--- src/rtl/hdlc_rx_channel_if.sv ---
// Rx-side signal bundle of the HDLC receive channel: serial line and enable in,
// detection pulses, frame status and assembled bytes out.
interface hdlc_rx_channel_if;
  logic       Rx;
  logic       RxEN;
  logic       Rx_FlagDetect;
  logic       Rx_AbortDetect;
  logic       Rx_ValidFrame;
  logic [7:0] Rx_Data;
  logic       Rx_NewByte;
  logic       Rx_EoF;
  logic       Rx_FrameError;

  modport master (
    output Rx, RxEN,
    input  Rx_FlagDetect, Rx_AbortDetect, Rx_ValidFrame,
    input  Rx_Data, Rx_NewByte, Rx_EoF, Rx_FrameError
  );

  modport slave (
    input  Rx, RxEN,
    output Rx_FlagDetect, Rx_AbortDetect, Rx_ValidFrame,
    output Rx_Data, Rx_NewByte, Rx_EoF, Rx_FrameError
  );
endinterface

--- src/rtl/hdlc_rx_channel.sv ---
// Bit-level HDLC receiver: flag/abort detection on an 8-bit line window, zero
// removal on the bit leaving the window, and LSB-first byte assembly per frame.
module hdlc_rx_channel (
  input  logic             Clk,
  input  logic             Rst,
  hdlc_rx_channel_if.slave rx_if
);

  localparam logic [0:0] ST_IDLE  = 1'b0;
  localparam logic [0:0] ST_FRAME = 1'b1;

  // Newest bit enters at [7], oldest sits at [0] and is the next to leave.
  localparam logic [7:0] FLAG_PAT  = 8'h7E;
  localparam logic [7:0] ABORT_PAT = 8'hFE;

  logic [7:0] window_q, window_d;
  logic [7:0] vld_q, vld_d;
  logic [0:0] state_q, state_d;
  logic [2:0] ones_q, ones_d;
  logic [2:0] bit_cnt_q, bit_cnt_d;
  logic [7:0] shift_q, shift_d;
  logic       got_bit_q, got_bit_d;
  logic       byte_done_q, byte_done_d;
  logic       close_q, close_d;
  logic       close_err_q, close_err_d;
  logic       flag_q, flag_d;
  logic       abort_q, abort_d;
  logic [7:0] data_q, data_d;
  logic       new_byte_q, new_byte_d;
  logic       eof_q, eof_d;
  logic       ferr_q, ferr_d;

  logic abort_det;
  logic flag_det;
  logic out_bit;
  logic stuffed;

  assign abort_det = rx_if.RxEN && (window_q == ABORT_PAT);
  assign flag_det  = rx_if.RxEN && !abort_det && (window_q == FLAG_PAT);
  assign out_bit   = window_q[0];
  assign stuffed   = (ones_q >= 3'd5) && !out_bit;

  always_comb begin
    // NOTE: every _d gets a default before any branch so no path leaves a latch.
    window_d    = window_q;
    vld_d       = vld_q;
    state_d     = state_q;
    ones_d      = ones_q;
    bit_cnt_d   = bit_cnt_q;
    shift_d     = shift_q;
    got_bit_d   = got_bit_q;
    byte_done_d = 1'b0;
    close_d     = 1'b0;
    close_err_d = 1'b0;
    flag_d      = 1'b0;
    abort_d     = 1'b0;
    new_byte_d  = byte_done_q;
    data_d      = byte_done_q ? shift_q : data_q;
    eof_d       = close_q;
    ferr_d      = close_q && close_err_q;

    if (!rx_if.RxEN) begin
      state_d   = ST_IDLE;
      ones_d    = 3'd0;
      bit_cnt_d = 3'd0;
      got_bit_d = 1'b0;
    end else begin
      window_d = {rx_if.Rx, window_q[7:1]};
      // A decoded flag/abort consumes the whole window: only the bit arriving now stays data-eligible.
      vld_d    = (abort_det || flag_det) ? 8'h80 : {1'b1, vld_q[7:1]};
      flag_d   = flag_det;
      abort_d  = abort_det;

      if (abort_det) begin
        state_d   = ST_IDLE;
        ones_d    = 3'd0;
        bit_cnt_d = 3'd0;
        got_bit_d = 1'b0;
      end else if (flag_det) begin
        ones_d    = 3'd0;
        bit_cnt_d = 3'd0;
        got_bit_d = 1'b0;
        shift_d   = 8'h00;
        if (state_q == ST_FRAME && got_bit_q) begin
          state_d     = ST_IDLE;
          close_d     = 1'b1;
          close_err_d = (bit_cnt_q != 3'd0);
        end else begin
          state_d = ST_FRAME;
        end
      end else if (vld_q[0]) begin
        if (stuffed) begin
          ones_d = 3'd0;
        end else begin
          ones_d = out_bit ? ((ones_q == 3'd7) ? 3'd7 : ones_q + 3'd1) : 3'd0;
          if (state_q == ST_FRAME) begin
            shift_d     = {out_bit, shift_q[7:1]};
            bit_cnt_d   = bit_cnt_q + 3'd1;
            got_bit_d   = 1'b1;
            byte_done_d = (bit_cnt_q == 3'd7);
          end
        end
      end
    end
  end

  // NOTE: state registers use non-blocking assignments so every flop samples pre-edge values.
  always_ff @(posedge Clk or posedge Rst) begin
    if (Rst) begin
      window_q    <= 8'hFF;
      vld_q       <= 8'h00;
      state_q     <= ST_IDLE;
      ones_q      <= 3'd0;
      bit_cnt_q   <= 3'd0;
      shift_q     <= 8'h00;
      got_bit_q   <= 1'b0;
      byte_done_q <= 1'b0;
      close_q     <= 1'b0;
      close_err_q <= 1'b0;
      flag_q      <= 1'b0;
      abort_q     <= 1'b0;
      data_q      <= 8'h00;
      new_byte_q  <= 1'b0;
      eof_q       <= 1'b0;
      ferr_q      <= 1'b0;
    end else begin
      window_q    <= window_d;
      vld_q       <= vld_d;
      state_q     <= state_d;
      ones_q      <= ones_d;
      bit_cnt_q   <= bit_cnt_d;
      shift_q     <= shift_d;
      got_bit_q   <= got_bit_d;
      byte_done_q <= byte_done_d;
      close_q     <= close_d;
      close_err_q <= close_err_d;
      flag_q      <= flag_d;
      abort_q     <= abort_d;
      data_q      <= data_d;
      new_byte_q  <= new_byte_d;
      eof_q       <= eof_d;
      ferr_q      <= ferr_d;
    end
  end

  assign rx_if.Rx_FlagDetect  = flag_q;
  assign rx_if.Rx_AbortDetect = abort_q;
  assign rx_if.Rx_ValidFrame  = (state_q == ST_FRAME);
  assign rx_if.Rx_Data        = data_q;
  assign rx_if.Rx_NewByte     = new_byte_q;
  assign rx_if.Rx_EoF         = eof_q;
  assign rx_if.Rx_FrameError  = ferr_q;

endmodule

--- src/flat_wrapper.sv ---
// flat-port wrapper written by rule: the top's interface ports become plain ports
module hdlc_rx_channel_flat 
  (Clk, Rst, rx_if_Rx, rx_if_RxEN, rx_if_Rx_FlagDetect, rx_if_Rx_AbortDetect, rx_if_Rx_ValidFrame, rx_if_Rx_Data, rx_if_Rx_NewByte, rx_if_Rx_EoF, rx_if_Rx_FrameError);
  hdlc_rx_channel_if rx_if_i ();
  input  logic Clk;
  input  logic Rst;
  input wire logic [$bits(rx_if_i.Rx)-1:0] rx_if_Rx;
  input wire logic [$bits(rx_if_i.RxEN)-1:0] rx_if_RxEN;
  output wire logic [$bits(rx_if_i.Rx_FlagDetect)-1:0] rx_if_Rx_FlagDetect;
  output wire logic [$bits(rx_if_i.Rx_AbortDetect)-1:0] rx_if_Rx_AbortDetect;
  output wire logic [$bits(rx_if_i.Rx_ValidFrame)-1:0] rx_if_Rx_ValidFrame;
  output wire logic [$bits(rx_if_i.Rx_Data)-1:0] rx_if_Rx_Data;
  output wire logic [$bits(rx_if_i.Rx_NewByte)-1:0] rx_if_Rx_NewByte;
  output wire logic [$bits(rx_if_i.Rx_EoF)-1:0] rx_if_Rx_EoF;
  output wire logic [$bits(rx_if_i.Rx_FrameError)-1:0] rx_if_Rx_FrameError;
  assign rx_if_i.Rx = rx_if_Rx;
  assign rx_if_i.RxEN = rx_if_RxEN;
  assign rx_if_Rx_FlagDetect = rx_if_i.Rx_FlagDetect;
  assign rx_if_Rx_AbortDetect = rx_if_i.Rx_AbortDetect;
  assign rx_if_Rx_ValidFrame = rx_if_i.Rx_ValidFrame;
  assign rx_if_Rx_Data = rx_if_i.Rx_Data;
  assign rx_if_Rx_NewByte = rx_if_i.Rx_NewByte;
  assign rx_if_Rx_EoF = rx_if_i.Rx_EoF;
  assign rx_if_Rx_FrameError = rx_if_i.Rx_FrameError;
  hdlc_rx_channel u_core (.Clk(Clk), .Rst(Rst), .rx_if(rx_if_i));
endmodule
--- config.mk ---
export PLATFORM = sky130hd
export DESIGN_NAME = hdlc_rx_channel_flat
export DESIGN_NICKNAME = d
export VERILOG_FILES = /design/src/rtl/hdlc_rx_channel_if.sv /design/src/rtl/hdlc_rx_channel.sv /design/src/flat_wrapper.sv
export SDC_FILE = /design/constraint.sdc
export NUM_CORES = 1
export LEC_CHECK = 0
export ABC_AREA = 1
export CAP_MARGIN = 10
export CELL_PAD_IN_SITES_DETAIL_PLACEMENT = 0
export CELL_PAD_IN_SITES_GLOBAL_PLACEMENT = 1
export CORE_MARGIN = 4
export CORE_UTILIZATION = 40
export DETAILED_ROUTE_END_ITERATION = 6
export GPL_ROUTABILITY_DRIVEN = 1
export PLACE_DENSITY_LB_ADDON = 0.1
export SYNTH_ARGS = -nofsm -noshare
export SYNTH_HDL_FRONTEND = slang
export SYNTH_SLANG_ARGS = --single-unit
--- constraint.sdc ---
create_clock -name Clk -period 1.4 [get_ports Clk]
set_input_delay 0.21 -clock Clk [delete_from_list [all_inputs] [get_ports Clk]]
set_output_delay 0.21 -clock Clk [all_outputs]
set_load 0.03 [all_outputs]
==> results by group, run 1 <==
Synth
  • Synth warn: 0
  • Sequential fraction of the synthesis area: 0.590
  • Synth Register Bits: 48
  • Syn nets: 212
  • Synth Area in Compound Gates: 0.0432
  • Cell variety after synth: 24
  • Synth top area cells: dfrtp_1 49%, dfstp_2 10%, nand2_1 9.3%
  • Adder-cell share of the synthesized area: 0.0305
  • Synth top area share: 0.487
  • Mapped cell area: 2050 um2
  • Post-Syn Instances: 203
  • Synth area leader: dfrtp_1
  • Mapped Avg Cell Area: 10.1 um2
  • Simple logic cell fraction of the synthesized area: 0.235
  • Most common cell in the netlist: nand2_1
  • Most used DFF post-synth: dfrtp_1
  • Synth top cells by count: 51 x nand2_1, 40 x dfrtp_1, 19 x nand4_1
  • Post-synthesis mux area share: 0.0438
  • Post-synth EDFFs: 0
  • Xor and xnor area share after synthesis: 0
  • Share of flip-flops with an asynchronous set or reset: 1.00
  • Main combinational cell family by area after synthesis: simple AND/OR/NAND/NOR gates

STA
  • Final setup vio count: 0
  • Max Slew Vio Count: 0
  • Worst Skew: 0.00784 ns
  • Fin crit period: 1.37 ns
  • Fin crit share: 0.976
  • Least-Margin Pin Slew: 0.365 ns
  • Max-slew headroom: 0.756
  • Fin. Hold Viols: 0
  • Achievable Freq: 0.732 GHz
  • Unrepaired setup endpoints after global routing: yes

GRT
  • Initial antenna violation count: 0
  • Vias in the first global route: 1450
  • GRT Util Overall: 0.146
  • Overflow after GRT: 0
  • Global-route wire length before repair: 7.07 mm
  • Largest net degree at the start of global routing: 22

Route
  • Detail Route Antenna Nets: 0
  • Number of vias per cell: 4.92
  • DRC: 0
  • WL/cell: 13.7 um
  • Wirelength, routed: 4.19 mm
  • Via count: 1511
  • Drt first pass iters: 4
  • Starting DRT DRC Count: 81

Final layout
  • Area grow syn2layout: 29.0%
  • Nets: 248
  • N_diodes: 0
  • Share of cells above drive strength 1: 0.321
  • Final instance area: 2650 um2
  • Final std cells w/o fill: 307

Setup path
  • R2R setup slack: 0.03 ns
  • Worst setup EP type: flip-flop
  • Worst R2R Start: u_core.window_q[1]$_DFFE_PP1P_
  • Worst path arrival time: 1.56 ns
  • Startpoint types: flip-flop
  • Reg2reg path depth: 6
  • CP Max Fanout: 8
  • Critical path type: flip-flop to flip-flop
  • CP required: 1.60 ns
  • Worst R2R End: u_core.shift_q[2]$_DFFE_PP0P_

Worst hold path
  • HP Class: primary input to asynchronous set/reset pin

Power and ir drop
  • Total power draw: 2.64 mW
  • Static Leak: 1.31 nW
  • Pwr dens: 995 nW/um2
  • Peak supply drop: 0.413 mV

Clock network
  • CTS tree: done
  • Clk root buf: clkbuf_8
  • Clk_lat worst skew: 0.30 ns
  • Htree depth: 2
  • CTS Hold Bufs: 0
  • Clock Path Buffers: 2
  • Clock transition at path regs: 0.09 ns
  • CTS Buf Count: 5
  • Clk sinks: 48

Placement
  • Port bufs: 17
  • Hpwl dp: 3.02 mm
  • Post-Place Cell Area: 2420 um2
  • # placed instances: 294
  • Placer congestion estimate: 0.785

Floorplan
  • Die area: 6350 um2
  • Core Box Area: 4850 um2
  • Number of I/O pins: 18
  • Row count: 25
  • Chip width: 79.7 um
  • Starting Density: 0.424
  • Die H: 79.7 um

Outcome
  • Status: complete, no violations

Run
  • Max-Cap Viols: 0
[worst max-delay path by stage]
stage / from / endpoint / slack (ns) / cells after the start
2_1_floorplan: Rst / u_core.bit_cnt_q[0]$_DFFE_PP0P_ / 0.06 / 1
3_3_place_gp: u_core.ones_q[0]$_DFFE_PP0P_ / u_core.shift_q[6]$_DFFE_PP0P_ / -0.03 / 7
3_5_place_dp: u_core.ones_q[0]$_DFFE_PP0P_ / u_core.shift_q[0]$_DFFE_PP0P_ / -0.08 / 7
4_1_cts: u_core.ones_q[0]$_DFFE_PP0P_ / u_core.shift_q[6]$_DFFE_PP0P_ / -0.04 / 7
5_1_grt: u_core.window_q[1]$_DFFE_PP1P_ / u_core.shift_q[4]$_DFFE_PP0P_ / -0.04 / 6
6_report: u_core.window_q[1]$_DFFE_PP1P_ / u_core.shift_q[2]$_DFFE_PP0P_ / 0.03 / 6
[critical path, stage by stage, from the launching register on]
cell     delay (ns)
dfstp_2        0.56
nand2_2        0.06
nor2_4         0.17
nand2_2        0.13
buf_4          0.19
nand4_1        0.10
nand2_2        0.06
[logic make-up (layout without fill, tap and decap cells)]
family                     Yosys count  after routing
buffers and inverters               25             62
muxes                                8              8
adders and majority gates            5              5
and+or+nand+nor                    103            103
AOI/OAI and AO/OA                   14             14
DFF                                 48             48
[power by group]
group | switching [mW] | leakage, nW | internal [mW]
clock network | 0.465 | 0.0434 | 0.400
registers | 0.0459 | 0.625 | 1.47
logic | 0.145 | 0.642 | 0.110
total | 0.656 | 1.31 | 1.98
[routing by layer]
layer / vias to the layer above / GRT usage / wire [um] / share of wire
li1: 744 / - / - / -
met1: 739 / 0.186 / 1910 / 0.45
met2: 26 / 0.240 / 2120 / 0.51
met3: 2 / 0.0384 / 143 / 0.034
met4: 0 / 0.0515 / 25 / 0.0060
met5: - / 0 / 0 / 0
[state kept, by name, indices dropped and copies added (netlist names), 3 cells and up]
register,cells
u_core.ones_q,3
u_core.window_q,8
u_core.rx_if.Rx_Data,8
u_core.bit_cnt_q,3
u_core.vld_q,8
u_core.shift_q,8
[through the flow]
step / hold slack [ns] / util / setup WS [ns] / setup TNS [ns]
after CTS: 0.204 / 0.523 / -0.0424 / -0.271
after global placement: 0.360 / 0.499 / -0.0314 / -0.199
after detailed placement: 0.371 / 0.499 / -0.0771 / -0.616
after global routing: 0.238 / 0.547 / -0.0389 / -0.276
after floorplan: 0.285 / - / 0.0588 / 0
final: 0.214 / 0.547 / 0.0336 / 0
[layout by cell type, fill, tap and decap left out, types with 2 or more instances in the layout]
master,Yosys,routed
nand2_1,51,45
dfstp_2,8,8
ha_1,5,4
nand3_2,1,8
nor2_4,1,4
nand4_1,19,19
clkdlybuf4s50_1,0,3
clkinvlp_4,0,2
nor2_2,2,2
nand2_2,1,7
nor2_1,10,7
dfrtp_1,40,40
buf_4,2,14
clkbuf_8,0,6
mux2_2,8,8
inv_2,2,5
buf_6,2,2
inv_1,14,11
o21ai_0,10,10
dlygate4sd2_1,0,13
buf_12,0,4
nand3_1,16,8
[cell type report]
type	instances	area [um2]
Clock buffer	6	82.6
Clock inverter	2	15.0
Fill cell	436	2200
Inverter	16	60.1
Multi-Input combinational cell	130	831
Sequential cell	48	1210
Tap cell	67	83.8
Timing Repair Buffer	38	367
[timing repair]
action,CTS,global route
endpoints found under the setup margin,22,26
cloned,0,1
gates resized for setup,19,25
setup buffers,2,2
pin swaps,4,14
No activity file was read; power rests on OpenSTA's default activity.
==> inputs of run 2 (changes only) <==
Settings changed: CORE_MARGIN 4 to default, CORE_UTILIZATION 40 to 44, PLACE_DENSITY from default to 0.8, PLACE_DENSITY_LB_ADDON 0.1 to default.
Clock period 1.4 ns to 1.62 ns, I/O delays scaled along.
==> run 2 against run 1 <==
Die area decreased by 22%. Largest power group unchanged. Combinational power decreased by 35%. Routed wire length decreased by 8.0%. Clock skew decreased by 0.0012 ns. Worst hold slack improved by 0.097 ns. Highest routed layer unchanged. Non-clock buffer count decreased by 13. Register-to-register slack improved by 0.096 ns.
==> results by group, run 2 (synthesized netlist as in run 1, its figures left out) <==
GRT
  • GRT Util Overall: 0.168 (was 0.146)
  • Largest net degree at the start of global routing: 49 (was 22)
  • Vias in the first global route: 1369 (was 1450)
  • Overflow after GRT: 0 (unchanged)
  • Global-route wire length before repair: 6.53 mm (was 7.07 mm)
  • Initial antenna violation count: 0 (unchanged)

Floorplan
  • Chip width: 70.3 um (was 79.7 um)
  • Number of I/O pins: 18 (unchanged)
  • Row count: 24 (was 25)
  • Core Box Area: 4410 um2 (was 4850 um2)
  • Die H: 70.3 um (was 79.7 um)
  • Starting Density: 0.465 (was 0.424)
  • Die area: 4950 um2 (was 6350 um2)

STA
  • Max Slew Vio Count: 0 (unchanged)
  • Final hold slack: 0.311 ns (was 0.214 ns)
  • Fin crit period: 1.57 ns
  • Fin crit share: 0.967
  • Total Neg Setup Slack: 0 ns (unchanged)
  • Least-Margin Pin Slew: 0.385 ns (was 0.365 ns)
  • Achievable Freq: 0.639 GHz
  • Final setup vio count: 0 (unchanged)
  • Fin. Hold Viols: 0 (unchanged)
  • Worst Skew: 0.00661 ns (was 0.00784 ns)
  • Unrepaired setup endpoints after global routing: no (was yes)
  • Max-slew headroom: 0.743 (was 0.756)

Clock network
  • Clk_lat worst skew: 0.30 ns (about the same)
  • Clk root buf: clkbuf_8 (unchanged)
  • Htree depth: 2 (unchanged)
  • Clock transition at path regs: 0.09 ns (about the same)
  • Clock Path Buffers: 2 (unchanged)
  • CTS tree: done (unchanged)
  • CTS Buf Count: 5 (unchanged)
  • Clk sinks: 48 (unchanged)

Placement
  • Placer congestion estimate: 0.758 (was 0.785)
  • Port bufs: 17 (unchanged)
  • Post-Place Cell Area: 2320 um2 (was 2420 um2)
  • # placed instances: 270 (was 294)
  • Hpwl dp: 2.51 mm (was 3.02 mm)

Route
  • WL/cell: 13.8 um (was 13.7 um)
  • Detail Route Antenna Nets: 0 (unchanged)
  • Starting DRT DRC Count: 126 (was 81)
  • Number of vias per cell: 5.20 (was 4.92)
  • DRC: 0 (unchanged)
  • Via count: 1452 (was 1511)
  • Drt first pass iters: 4 (unchanged)
  • Wirelength, routed: 3.86 mm (was 4.19 mm)

Final layout
  • Share of cells above drive strength 1: 0.189 (was 0.321)
  • Final instance area: 2440 um2 (was 2650 um2)
  • Final std cells w/o fill: 279 (was 307)
  • N_diodes: 0 (unchanged)
  • Nets: 235 (was 248)
  • Register area: 1210 um2 (unchanged)
  • Multi-input logic area: 734 um2 (was 831 um2)
  • Most frequent cells in the layout: 51 x nand2_1, 40 x dfrtp_1, 19 x nand4_1 (was 45 x nand2_1, 40 x dfrtp_1, 19 x nand4_1)
  • Commonest non-fill, non-tap cell in the layout: nand2_1 (unchanged)
  • Fill cells: 380 (was 436)
  • Area grow syn2layout: 18.8% (was 29.0%)

Setup path
  • Worst path arrival time: 1.32 ns (was 1.56 ns)
  • Worst R2R Start: u_core.ones_q[1]$_DFFE_PP0P_ (was u_core.window_q[1]$_DFFE_PP1P_)
  • Crit-path leading delay family: buffers and inverters (was flip-flops)
  • Startpoint types: flip-flop (unchanged)
  • Reg2reg path depth: 8 (was 6)
  • Cells along the critical path: clkdlybuf4s50_1 (was nand2_2 > nor2_4 > nand2_2 > buf_4 > nand4_1 > nand2_2)
  • Worst setup EP type: primary output (was flip-flop)
  • Critical path's largest stage delay: 0.67 ns (was 0.56 ns)
  • Critical path type: flip-flop to primary output (was flip-flop to flip-flop)
  • Worst R2R End: u_core.bit_cnt_q[2]$_DFFE_PP0P_ (was u_core.shift_q[2]$_DFFE_PP0P_)
  • CP required: 1.38 ns (was 1.60 ns)
  • Worst Path Buf+Inv: 1 (unchanged)
  • CP max-delay cell: clkdlybuf4s50_1 (was dfstp_2)
  • CP Max Fanout: 2 (was 8)
  • R2R setup slack: 0.13 ns (was 0.03 ns)

Power and ir drop
  • Clock share of power: 0.338 (was 0.328)
  • Int Power: 1.67 mW (was 1.98 mW)
  • NetSw: 547 uW (was 656 uW)
  • Peak supply drop: 0.535 mV (was 0.413 mV)
  • Combinational power share: 0.074 (was 0.097)
  • Static Leak: 1.21 nW (was 1.31 nW)
  • Net switching fraction of the power: 0.246 (was 0.249)
  • Pwr dens: 910 nW/um2 (was 995 nW/um2)
  • Sequential share of power: 0.588 (was 0.575)

Outcome
  • Status: complete, no violations (unchanged)

Run
  • Max-Cap Viols: 0 (unchanged)

Worst hold path
  • HP Class: primary input to asynchronous set/reset pin (unchanged)
==> run 2: routing by layer <==
layer  up-vias  GRT usage  share of wire
li1        720          -              -
met1       701      0.243           0.49
met2        26      0.254           0.46
met3         5     0.0390          0.034
met4         0     0.0422         0.0075
met5         -          0              0
==> run 2: what timing repair did <==
action,CTS,global route
hold buffers,0,0
gates resized for setup,1,4
setup buffers,0,1
endpoints found under the setup margin,1,9
==> run 2: area by class of cell <==
| type | count | area share |
|---|---|---|
| clock buffers | 6 | 0.0338 |
| inverters | 16 | 0.0246 |
| repair buffers | 25 | 0.111 |
| multi-input cells | 130 | 0.301 |
| clock inverters | 2 | 0.00615 |
| flip-flops and latches | 48 | 0.496 |
| well taps | 52 | 0.0267 |
==> run 2: how the worst max path moves through the flow <==
stage / startpoint / to / slack, ns / cells past startpoint
after floorplan: Rst / u_core.bit_cnt_q[0]$_DFFE_PP0P_ / 0.25 / 1
final: u_core.rx_if.Rx_Data[6]$_DFFE_PP0P_ / rx_if_Rx_Data[6] / 0.05 / 1
after CTS: u_core.rx_if.Rx_Data[4]$_DFFE_PP0P_ / rx_if_Rx_Data[4] / 0.04 / 1
after detailed placement: rx_if_RxEN / u_core.vld_q[6]$_DFFE_PP0P_ / 0.13 / 6
after global routing: u_core.ones_q[1]$_DFFE_PP0P_ / u_core.shift_q[2]$_DFFE_PP0P_ / 0.0004 / 8
after global placement: rx_if_RxEN / u_core.vld_q[6]$_DFFE_PP0P_ / 0.15 / 6
==> run 2: stage by stage <==
stage	setup slack, ns	utilization	total power [mW]
finish	0.0540	0.553	2.22
global route	0.000355	0.553	2.31
CTS	0.0363	0.548	2.23
detailed placement	0.132	0.526	1.49
global placement	0.152	0.526	1.48
floorplan	0.246	-	1.43
==> run 2: power groups by stage <==
stage | Combinational, mW | Clock, mW | Sequential, mW
final | 0.165 | 0.749 | 1.31
after global routing | 0.189 | 0.811 | 1.31
after CTS | 0.165 | 0.763 | 1.30
after detailed placement | 0.164 | 0 | 1.33
after global placement | 0.158 | 0 | 1.33
after floorplan | 0.114 | 0 | 1.32
